<file path="config.mk">
export PLATFORM = sky130hd
export DESIGN_NAME = pipe_elastic
export DESIGN_NICKNAME = d
export VERILOG_FILES = /design/src/rtl/pipe_pkg.sv /design/src/rtl/pipe_elastic_ptr.sv /design/src/rtl/pipe_elastic.sv
export SDC_FILE = /design/constraint.sdc
export NUM_CORES = 1
export LEC_CHECK = 0
export BUFFER_PORTS_ARGS = -buffer_cell sky130_fd_sc_hd__buf_2
export CAP_MARGIN = 20
export CORE_ASPECT_RATIO = 1.5
export CORE_MARGIN = 2
export CORE_UTILIZATION = 51
export CTS_CLUSTER_SIZE = 30
export DETAILED_ROUTE_END_ITERATION = 10
export PLACE_DENSITY = 0.76
export SLEW_MARGIN = 20
export SYNTH_ARGS = -nofsm -noshare
export SYNTH_HDL_FRONTEND = slang
export SYNTH_HIERARCHICAL = 1
export SYNTH_SLANG_ARGS = --single-unit
export TNS_END_PERCENT = 50
</file>
<file path="constraint.sdc">
create_clock -name clk -period 3.2 [get_ports clk]
set_input_delay 0.32 -clock clk [delete_from_list [all_inputs] [get_ports clk]]
set_output_delay 0.32 -clock clk [all_outputs]
set_load 0.02 [all_outputs]
</file>
<file path="src/rtl/pipe_pkg.sv">
// Shared types and helpers for the elastic pipeline stage.
package pipe_pkg;

  // Default payload: one RV32I word.
  typedef logic [31:0] word_t;

  // Width of an occupancy counter that must hold every value 0..depth.
  function automatic int pipe_cnt_w(input int depth);
    return $clog2(depth + 1);
  endfunction

  // Width of a pointer that indexes depth entries (at least one bit).
  function automatic int pipe_ptr_w(input int depth);
    return (depth > 1) ? $clog2(depth) : 1;
  endfunction

endpackage

</file>
<file path="src/rtl/pipe_elastic_ptr.sv">
// Modulo-DEPTH wrap counter used as the read or write pointer of pipe_elastic.
// Wraps DEPTH-1 -> 0 explicitly, so DEPTH need not be a power of two.
module pipe_elastic_ptr #(
  parameter int DEPTH = 2,
  parameter int PW    = 1
) (
  input  logic          clk,
  input  logic          async_rst_n,
  input  logic          clr_i,
  input  logic          inc_i,
  output logic [PW-1:0] ptr_o
);

  logic [PW-1:0] ptr_q, ptr_d;

  // Next pointer: clear wins over increment; explicit wrap at the last entry.
  always_comb begin
    ptr_d = ptr_q;
    if (clr_i) begin
      ptr_d = '0;
    end else if (inc_i) begin
      if (ptr_q == PW'(DEPTH - 1)) ptr_d = '0;
      else                         ptr_d = ptr_q + 1'b1;
    end
  end

  // Pointer register.
  always_ff @(posedge clk or negedge async_rst_n) begin
    if (!async_rst_n) ptr_q <= '0;
    else              ptr_q <= ptr_d;
  end

  assign ptr_o = ptr_q;

endmodule

</file>
<file path="src/rtl/pipe_elastic.sv">
// DEPTH-entry elastic valid/ready buffer between pipeline stages.
// ready_out is derived from registered occupancy only, so back-pressure never
// forms a combinational path from ready_in. No fall-through: a word accepted
// at one edge is visible on q after that edge.
// Optional feature: define PIPE_ELASTIC_STATS_EN to add the saturating
// stall_cycles counter (cycles with valid_out && !ready_in).
module pipe_elastic
  import pipe_pkg::*;
#(
  parameter type T            = word_t,
  parameter int  DEPTH        = 2,
  parameter int  AFULL_THRESH = DEPTH - 1,
`ifdef PIPE_ELASTIC_STATS_EN
  parameter int  CNT_W        = 16,
`endif
  localparam int CW           = pipe_cnt_w(DEPTH)
) (
  input  logic          clk,
  input  logic          async_rst_n,
  input  logic          sync_rst_n,
  input  logic          flush,
  input  T              d,
  input  logic          valid_in,
  output logic          ready_out,
  output T              q,
  output logic          valid_out,
  input  logic          ready_in,
  output logic [CW-1:0] count,
  output logic          almost_full
`ifdef PIPE_ELASTIC_STATS_EN
  ,
  output logic [CNT_W-1:0] stall_cycles
`endif
);

  localparam int PW = pipe_ptr_w(DEPTH);

  logic [CW-1:0] count_q, count_d;
  logic [PW-1:0] wr_ptr, rd_ptr;
  logic          push, pop, wr_en, clr;
  T              mem_q [DEPTH];

  assign push  = valid_in && ready_out;
  assign pop   = valid_out && ready_in;
  // Sync reset and flush both discard contents; a push in that cycle is dropped.
  assign clr   = !sync_rst_n || flush;
  assign wr_en = push && !clr;

  pipe_elastic_ptr #(.DEPTH(DEPTH), .PW(PW)) u_wr_ptr (
    .clk         (clk),
    .async_rst_n (async_rst_n),
    .clr_i       (clr),
    .inc_i       (wr_en),
    .ptr_o       (wr_ptr)
  );

  pipe_elastic_ptr #(.DEPTH(DEPTH), .PW(PW)) u_rd_ptr (
    .clk         (clk),
    .async_rst_n (async_rst_n),
    .clr_i       (clr),
    .inc_i       (pop),
    .ptr_o       (rd_ptr)
  );

  // Occupancy next state: simultaneous push and pop leave it unchanged.
  always_comb begin
    count_d = count_q;
    if (clr) begin
      count_d = '0;
    end else if (wr_en && !pop) begin
      count_d = count_q + 1'b1;
    end else if (pop && !wr_en) begin
      count_d = count_q - 1'b1;
    end
  end

  // Occupancy register.
  always_ff @(posedge clk or negedge async_rst_n) begin
    if (!async_rst_n) count_q <= '0;
    else              count_q <= count_d;
  end

  // Payload storage: written only on an accepted push, never cleared.
  always_ff @(posedge clk) begin
    if (wr_en) mem_q[wr_ptr] <= d;
  end

  assign count       = count_q;
  assign valid_out   = (count_q != '0);
  assign ready_out   = (count_q != CW'(DEPTH));
  assign almost_full = (count_q >= CW'(AFULL_THRESH));
  assign q           = valid_out ? mem_q[rd_ptr] : '0;

`ifdef PIPE_ELASTIC_STATS_EN
  logic [CNT_W-1:0] stall_q, stall_d;

  function automatic logic [CNT_W-1:0] sat_inc(input logic [CNT_W-1:0] v);
    return (&v) ? v : v + 1'b1;
  endfunction

  // Stall counter next state: cleared by sync reset only, flush leaves it alone.
  always_comb begin
    stall_d = stall_q;
    if (!sync_rst_n)                   stall_d = '0;
    else if (valid_out && !ready_in)   stall_d = sat_inc(stall_q);
  end

  // Stall counter register.
  always_ff @(posedge clk or negedge async_rst_n) begin
    if (!async_rst_n) stall_q <= '0;
    else              stall_q <= stall_d;
  end

  assign stall_cycles = stall_q;
`endif

endmodule
</file>
==> reports/metrics.yaml, run 1 <==
status:
  outcome: "completed"
synthesis:
  ys_ff_latch: 68
  ys_async_sr_fraction_pct: 5.88
  syn_inst: 167
  synth_edf_count: 64
  syn_area_um2: 2710
  yosysTopAreaCellShare_pct: 71.0
  ys_types: 22
  synth.area.top_cells: "edfxtp_1 (71%), mux2i_1 (12%), nor2_1 (5.0%)"
  synthFlopType: "edfxtp_1"
  synth.net_count: 208
  synthTopCellsByCount: "edfxtp_1 (64), nor2_1 (36), mux2i_1 (32), inv_1 (5), dfrtp_1 (4)"
  syn_area_per_cell_um2: 16.2
  synth_most_common_cell: "edfxtp_1"
  yosys.area.top_type: "edfxtp_1"
  ys_seq_area_share_pct: 74.7
  yosysWarnings: 6
routing:
  wl_mm: 4.43
  viasPerCell: 4.87
  drt_iter0_markers: 39
  post-route-drc-count: 0
  wl_per_cell_um: 13.8
  vias: 1559
  drtAntennaViolNets: 0
  drt-pass1-iter-count: 4
cts:
  clk_pin_slew_ns: 0.07
  cts_buffer_depth: 2
  root_buffer: "clkbuf_8"
  cts_setup_buffers: 0
  htree_levels: 3
  clk_latency_ns: 0.33
  cts_tree: "done"
  post_cts_resized: 0
  cts_made_buffers: 9
  cts.sinks: 68
critical_path:
  end_kind: "output pin"
  criticalPathCategory: "reg2out"
  startpoint_type: "register"
  cp.arrival_ns: 1.97
  crit_required_ns: 2.88
  cp_max_fo: 20
power:
  power_density_nw_per_um2: 558
  ir_drop_mv: 0.460
  leakage_nw: 1.30
floorplanning:
  core_um2: 5120
  dieArea_um2: 5920
  io_pins: 75
  start_util_pct: 52.8
  die_y_um: 93.2
  num_rows: 32
  dieWidth_um: 63.5
placed_design:
  place_congestion: 0.712
  port_buffers: 74
  dp_hpwl_mm: 3.01
  postPlaceCellArea_um2: 3140
layout:
  syn2layout_area_growth_pct: 24.0
  diodes: 0
  nets: 288
  drive_gt1_share_pct: 38.1
  final_area_um2: 3360
global_route:
  gr-total-overflow: 0
  antenna_found_initial: 0
  grt_use_met2_pct: 28.0
  grt_max_degree: 34
  grt_use_total_pct: 16.5
  grtUsageMet3_pct: 5.78
  grt_pass1_wl_mm: 7.09
  grt_busiest_layer: "met2"
  grtUsageMet1_pct: 17.8
  grt_pass1_vias: 1565
timing:
  skew_ns: 0.00422
  fin_crit_ns: 2.29
  tightestPinTransition_ns: 0.946
  period_share_pct: 71.5
  slew_viol_final: 0
  rsz0062_at_grt: "no"
  finalSetupTns_ns: 0
  clock.fmax_mhz: 437
  slew_headroom_pct: 36.9
  finalHoldViolCount: 0
  setup_viol: 0
flow_run:
  cap_violations: 0
worst_hold_path:
  hp-class: "in2reg"
==> critical path: stages, from the launching register on <==
cell and delay (ns):
dfrtp_1 0.37, inv_1 0.16, ha_1 0.51, buf_4 0.34, nor2_1 0.09, buf_2 0.16
==> report_power, final <==
| part | total [W] | switching, W | internal [W] |
|---|---|---|---|
| Clock | 0.000724 | 0.000289 | 0.000435 |
| Combinational | 0.000148 | 0.0000892 | 0.0000584 |
| Sequential | 0.00100 | 0.00000829 | 0.000992 |
| Total | 0.00187 | 0.000387 | 0.00149 |
==> routing by layer <==
layer,vias up,share of wire [%]
met1,739,38
met3,9,6.6
met4,0,2.3
met2,55,53
met5,-,0
li1,756,-
==> path summary, 6_finish.rpt <==
check / slack, ns / cells after the start / start / end
setup / recovery: 0.91 / 5 / count[0] / q[6]
hold / removal: 0.17 / 1 / d[8] / mem_q[0][8]
setup reg to reg: 1.16 / 5 / count[0] / mem_q[0][27]
hold reg to reg: 0.65 / 2 / count[1] / count[1]
max in group asynchronous: 2.74 / 2 / async_rst_n / u_rd_ptr/ptr_o
min in group asynchronous: 0.32 / 2 / async_rst_n / count[0]
==> cells by family (layout without fill, tap and decap cells) <==
kind of cell	Yosys count	count (layout)	synth area share (%)
xor gates and xnor gates	4	4	1.57
buffers and inverters	15	100	2.86
muxes	32	32	11.8
adders and majority gates	3	3	1.39
DFF	68	68	74.7
AOI/OAI and AO/OA	3	3	0.786
and+or+nand+nor	42	42	6.89
==> flip-flops by register name, summed over array words and instances, names as in the netlist <==
| register | cells |
|---|---|
| mem_q | 64 |
| count | 2 |
| u_rd_ptr/ptr_o | 1 |
| u_wr_ptr/ptr_o | 1 |
==> repair_timing <==
action,CTS,global route
hold endpoints to repair,4,0
endpoints found under the setup margin,0,0
hold buffers,1,0
==> per-stage QoR <==
| stage | worst slack, ns | hold WS, ns | cells | utilization (%) | power (W) |
|---|---|---|---|---|---|
| after floorplan | 0.115 | 0.0244 | 167 | - | 0.00110 |
| after global placement | 1.21 | 0.132 | 303 | 61.3 | 0.00116 |
| after detailed placement | 1.15 | 0.136 | 303 | 61.3 | 0.00117 |
| after CTS | 0.849 | 0.149 | 320 | 65.5 | 0.00189 |
| after global routing | 0.715 | 0.156 | 320 | 65.5 | 0.00195 |
| final | 0.912 | 0.171 | 320 | 65.5 | 0.00187 |
==> area by class of cell <==
cell class / count / area (µm²)
timing repair buffer: 78 / 403
sequential: 68 / 2020
fill: 415 / 1770
multi-input combinational: 84 / 616
clock inverter: 5 / 76.3
inverter: 6 / 22.5
tap: 68 / 85.1
clock buffer: 11 / 131
==> cells in the final DEF (no fill, tap or decap), types with 2 or more instances in the layout <==
cell / instances
buf_2: 74
edfxtp_1: 64
nor2_1: 36
mux2i_1: 32
clkbuf_8: 9
inv_1: 5
xnor2_1: 3
ha_1: 3
dfrtp_1: 3
buf_4: 3
clkbuf_1: 2
bufinv_16: 2
Power figures use the tool's default switching activity.
==> run 2, diff against run 1 <==
Clock period 3.2 ns to 2.4 ns, I/O delays scaled along.
==> run 2 against run 1 <==
Power is 27% higher. Register-to-register slack worse by 0.60 ns. Final cell count increased by 0.63%. Die area stayed put. Sequential share of layout area is 0.49 points lower. Critical path type unchanged. Clock power rose by 17%. Largest cell class unchanged. Highest routed layer unchanged. Worst setup slack got worse by 0.63 ns. Sequential power increased by 33%.
==> reports/metrics.yaml, run 2 (synthesis gave the netlist of run 1 again) <==
status:
  outcome: "completed"
routing:
  wl_mm: 4.41
  vias: 1560
  viasPerCell: 4.84
  wl_per_cell_um: 13.7
  drtAntennaViolNets: 0
  post-route-drc-count: 0
  drt_iter0_markers: 57
  drt-pass1-iter-count: 3
floorplanning:
  start_util_pct: 52.8
  dieArea_um2: 5920
  core_um2: 5120
  num_rows: 32
  die_y_um: 93.2
  dieWidth_um: 63.5
  io_pins: 75
timing:
  period_share_pct: 88.3
  skew_ns: 0.00313
  finalSetupTns_ns: 0
  finalHoldViolCount: 0
  whs_ns: 0.0994
  slew_headroom_pct: 68.6
  rsz0062_at_grt: "no"
  fin_crit_ns: 2.12
  tightestPinTransition_ns: 0.471
  clock.fmax_mhz: 472
  setup_viol: 0
  slew_viol_final: 0
global_route:
  grt_pass1_wl_mm: 6.89
  antenna_found_initial: 0
  gr-total-overflow: 0
  grt_max_degree: 33
  grt_pass1_vias: 1523
  grt_use_total_pct: 16.3
power:
  power_w: 0.00238
  power_density_nw_per_um2: 704
  combPwrFrac_pct: 8.7
  leakage_nw: 1.31
  ir_drop_mv: 0.448
  netSwitchingFraction_pct: 21.4
  p_int_w: 0.00187
  p_clk_share_pct: 35.5
  switching_power_w: 0.000509
  p_seq_share_pct: 55.8
layout:
  largest_reg_flops: 64
  regMostFlops: "mem_q"
  final_common_cell: "buf_2"
  final_cell_mix: "buf_2 (74), edfxtp_1 (64), nor2_1 (36)"
  diodes: 0
  nets: 290
  syn2layout_area_growth_pct: 25.0
  drive_gt1_share_pct: 38.6
cts:
  cts.sinks: 68
  cts_made_buffers: 9
  clk_latency_ns: 0.33
  root_buffer: "clkbuf_8"
  cts_tree: "done"
  htree_levels: 3
  cts_setup_buffers: 0
  clk_pin_slew_ns: 0.06
  cts_buffer_depth: 2
critical_path:
  critPathMaxStageDelay_ns: 0.48
  cp_max_fo: 14
  end_kind: "output pin"
  slowest_stage: "ha_1"
  crit_chain: "inv_1 -> ha_1 -> buf_4 -> nor2_1 -> buf_2"
  crit_required_ns: 2.16
  cp_num_buf_inv: 3
  critPathTopFamily: "buffers and inverters"
  startpoint_type: "register"
  cp.arrival_ns: 1.88
  criticalPathCategory: "reg2out"
flow_run:
  cap_violations: 0
worst_hold_path:
  hp-class: "in2reg"
placed_design:
  dp_hpwl_mm: 3.11
  place_congestion: 0.687
  port_buffers: 74
[run 2: final timing paths]
path	from	to	slack, ns	cells after the start
min	d[7]	mem_q[1][7]	0.1	1
min reg2reg	u_wr_ptr/ptr_o	u_wr_ptr/ptr_o	0.62	2
max	count[0]	q[13]	0.28	5
max reg2reg	count[0]	mem_q[1][27]	0.56	5
max in group asynchronous	async_rst_n	u_rd_ptr/ptr_o	2.01	2
min in group asynchronous	async_rst_n	u_wr_ptr/ptr_o	0.25	2
[run 2: worst register-to-register path: stages, from the launching register on]
cell and delay (ns):
dfrtp_1 0.34, inv_1 0.10, ha_1 0.22, and4bb_1 0.43, and2_1 0.22, buf_12 0.21
[run 2: layout make-up]
cell class                 count  area (µm²)
timing repair buffer          80         455
multi-input combinational     84         616
clock inverter                 6        55.1
fill                         407        1740
sequential                    68        2020
inverter                       6        22.5
clock buffer                  10         128
tap                           68        85.1
[run 2: stage by stage]
step	utilization, %	std cells	setup WS, ns	area, µm²
2_1_floorplan	-	167	0.0154	2720
3_3_place_gp	62.3	305	0.588	3190
3_5_place_dp	62.3	305	0.566	3190
4_1_cts	66.0	322	0.254	3380
5_1_grt	66.0	322	0.139	3380
6_report	66.0	322	0.282	3380
[run 2: power by group through the flow]
| stage | clock network (W) | registers [W] | logic [W] |
|---|---|---|---|
| after detailed placement | 0 | 0.00135 | 0.000209 |
| after global placement | 0 | 0.00135 | 0.000205 |
| after CTS | 0.000875 | 0.00133 | 0.000211 |
| after floorplan | 0 | 0.00136 | 0.000117 |
| after global routing | 0.000936 | 0.00133 | 0.000228 |
| final | 0.000846 | 0.00133 | 0.000208 |
[run 2: layer usage]
| layer | vias up | GRT usage [%] | wire (µm) |
|---|---|---|---|
| li1 | 765 | - | - |
| met1 | 737 | 16.8 | 1610 |
| met2 | 50 | 29.0 | 2500 |
| met3 | 8 | 4.45 | 218 |
| met4 | 0 | 9.42 | 91 |
| met5 | - | 0 | 0 |
[run 2: repair_timing]
| action | CTS | global route |
|---|---|---|
| endpoints found under the hold margin | 4 | 0 |
| resized for setup | 0 | 0 |
| hold buffers | 1 | 0 |
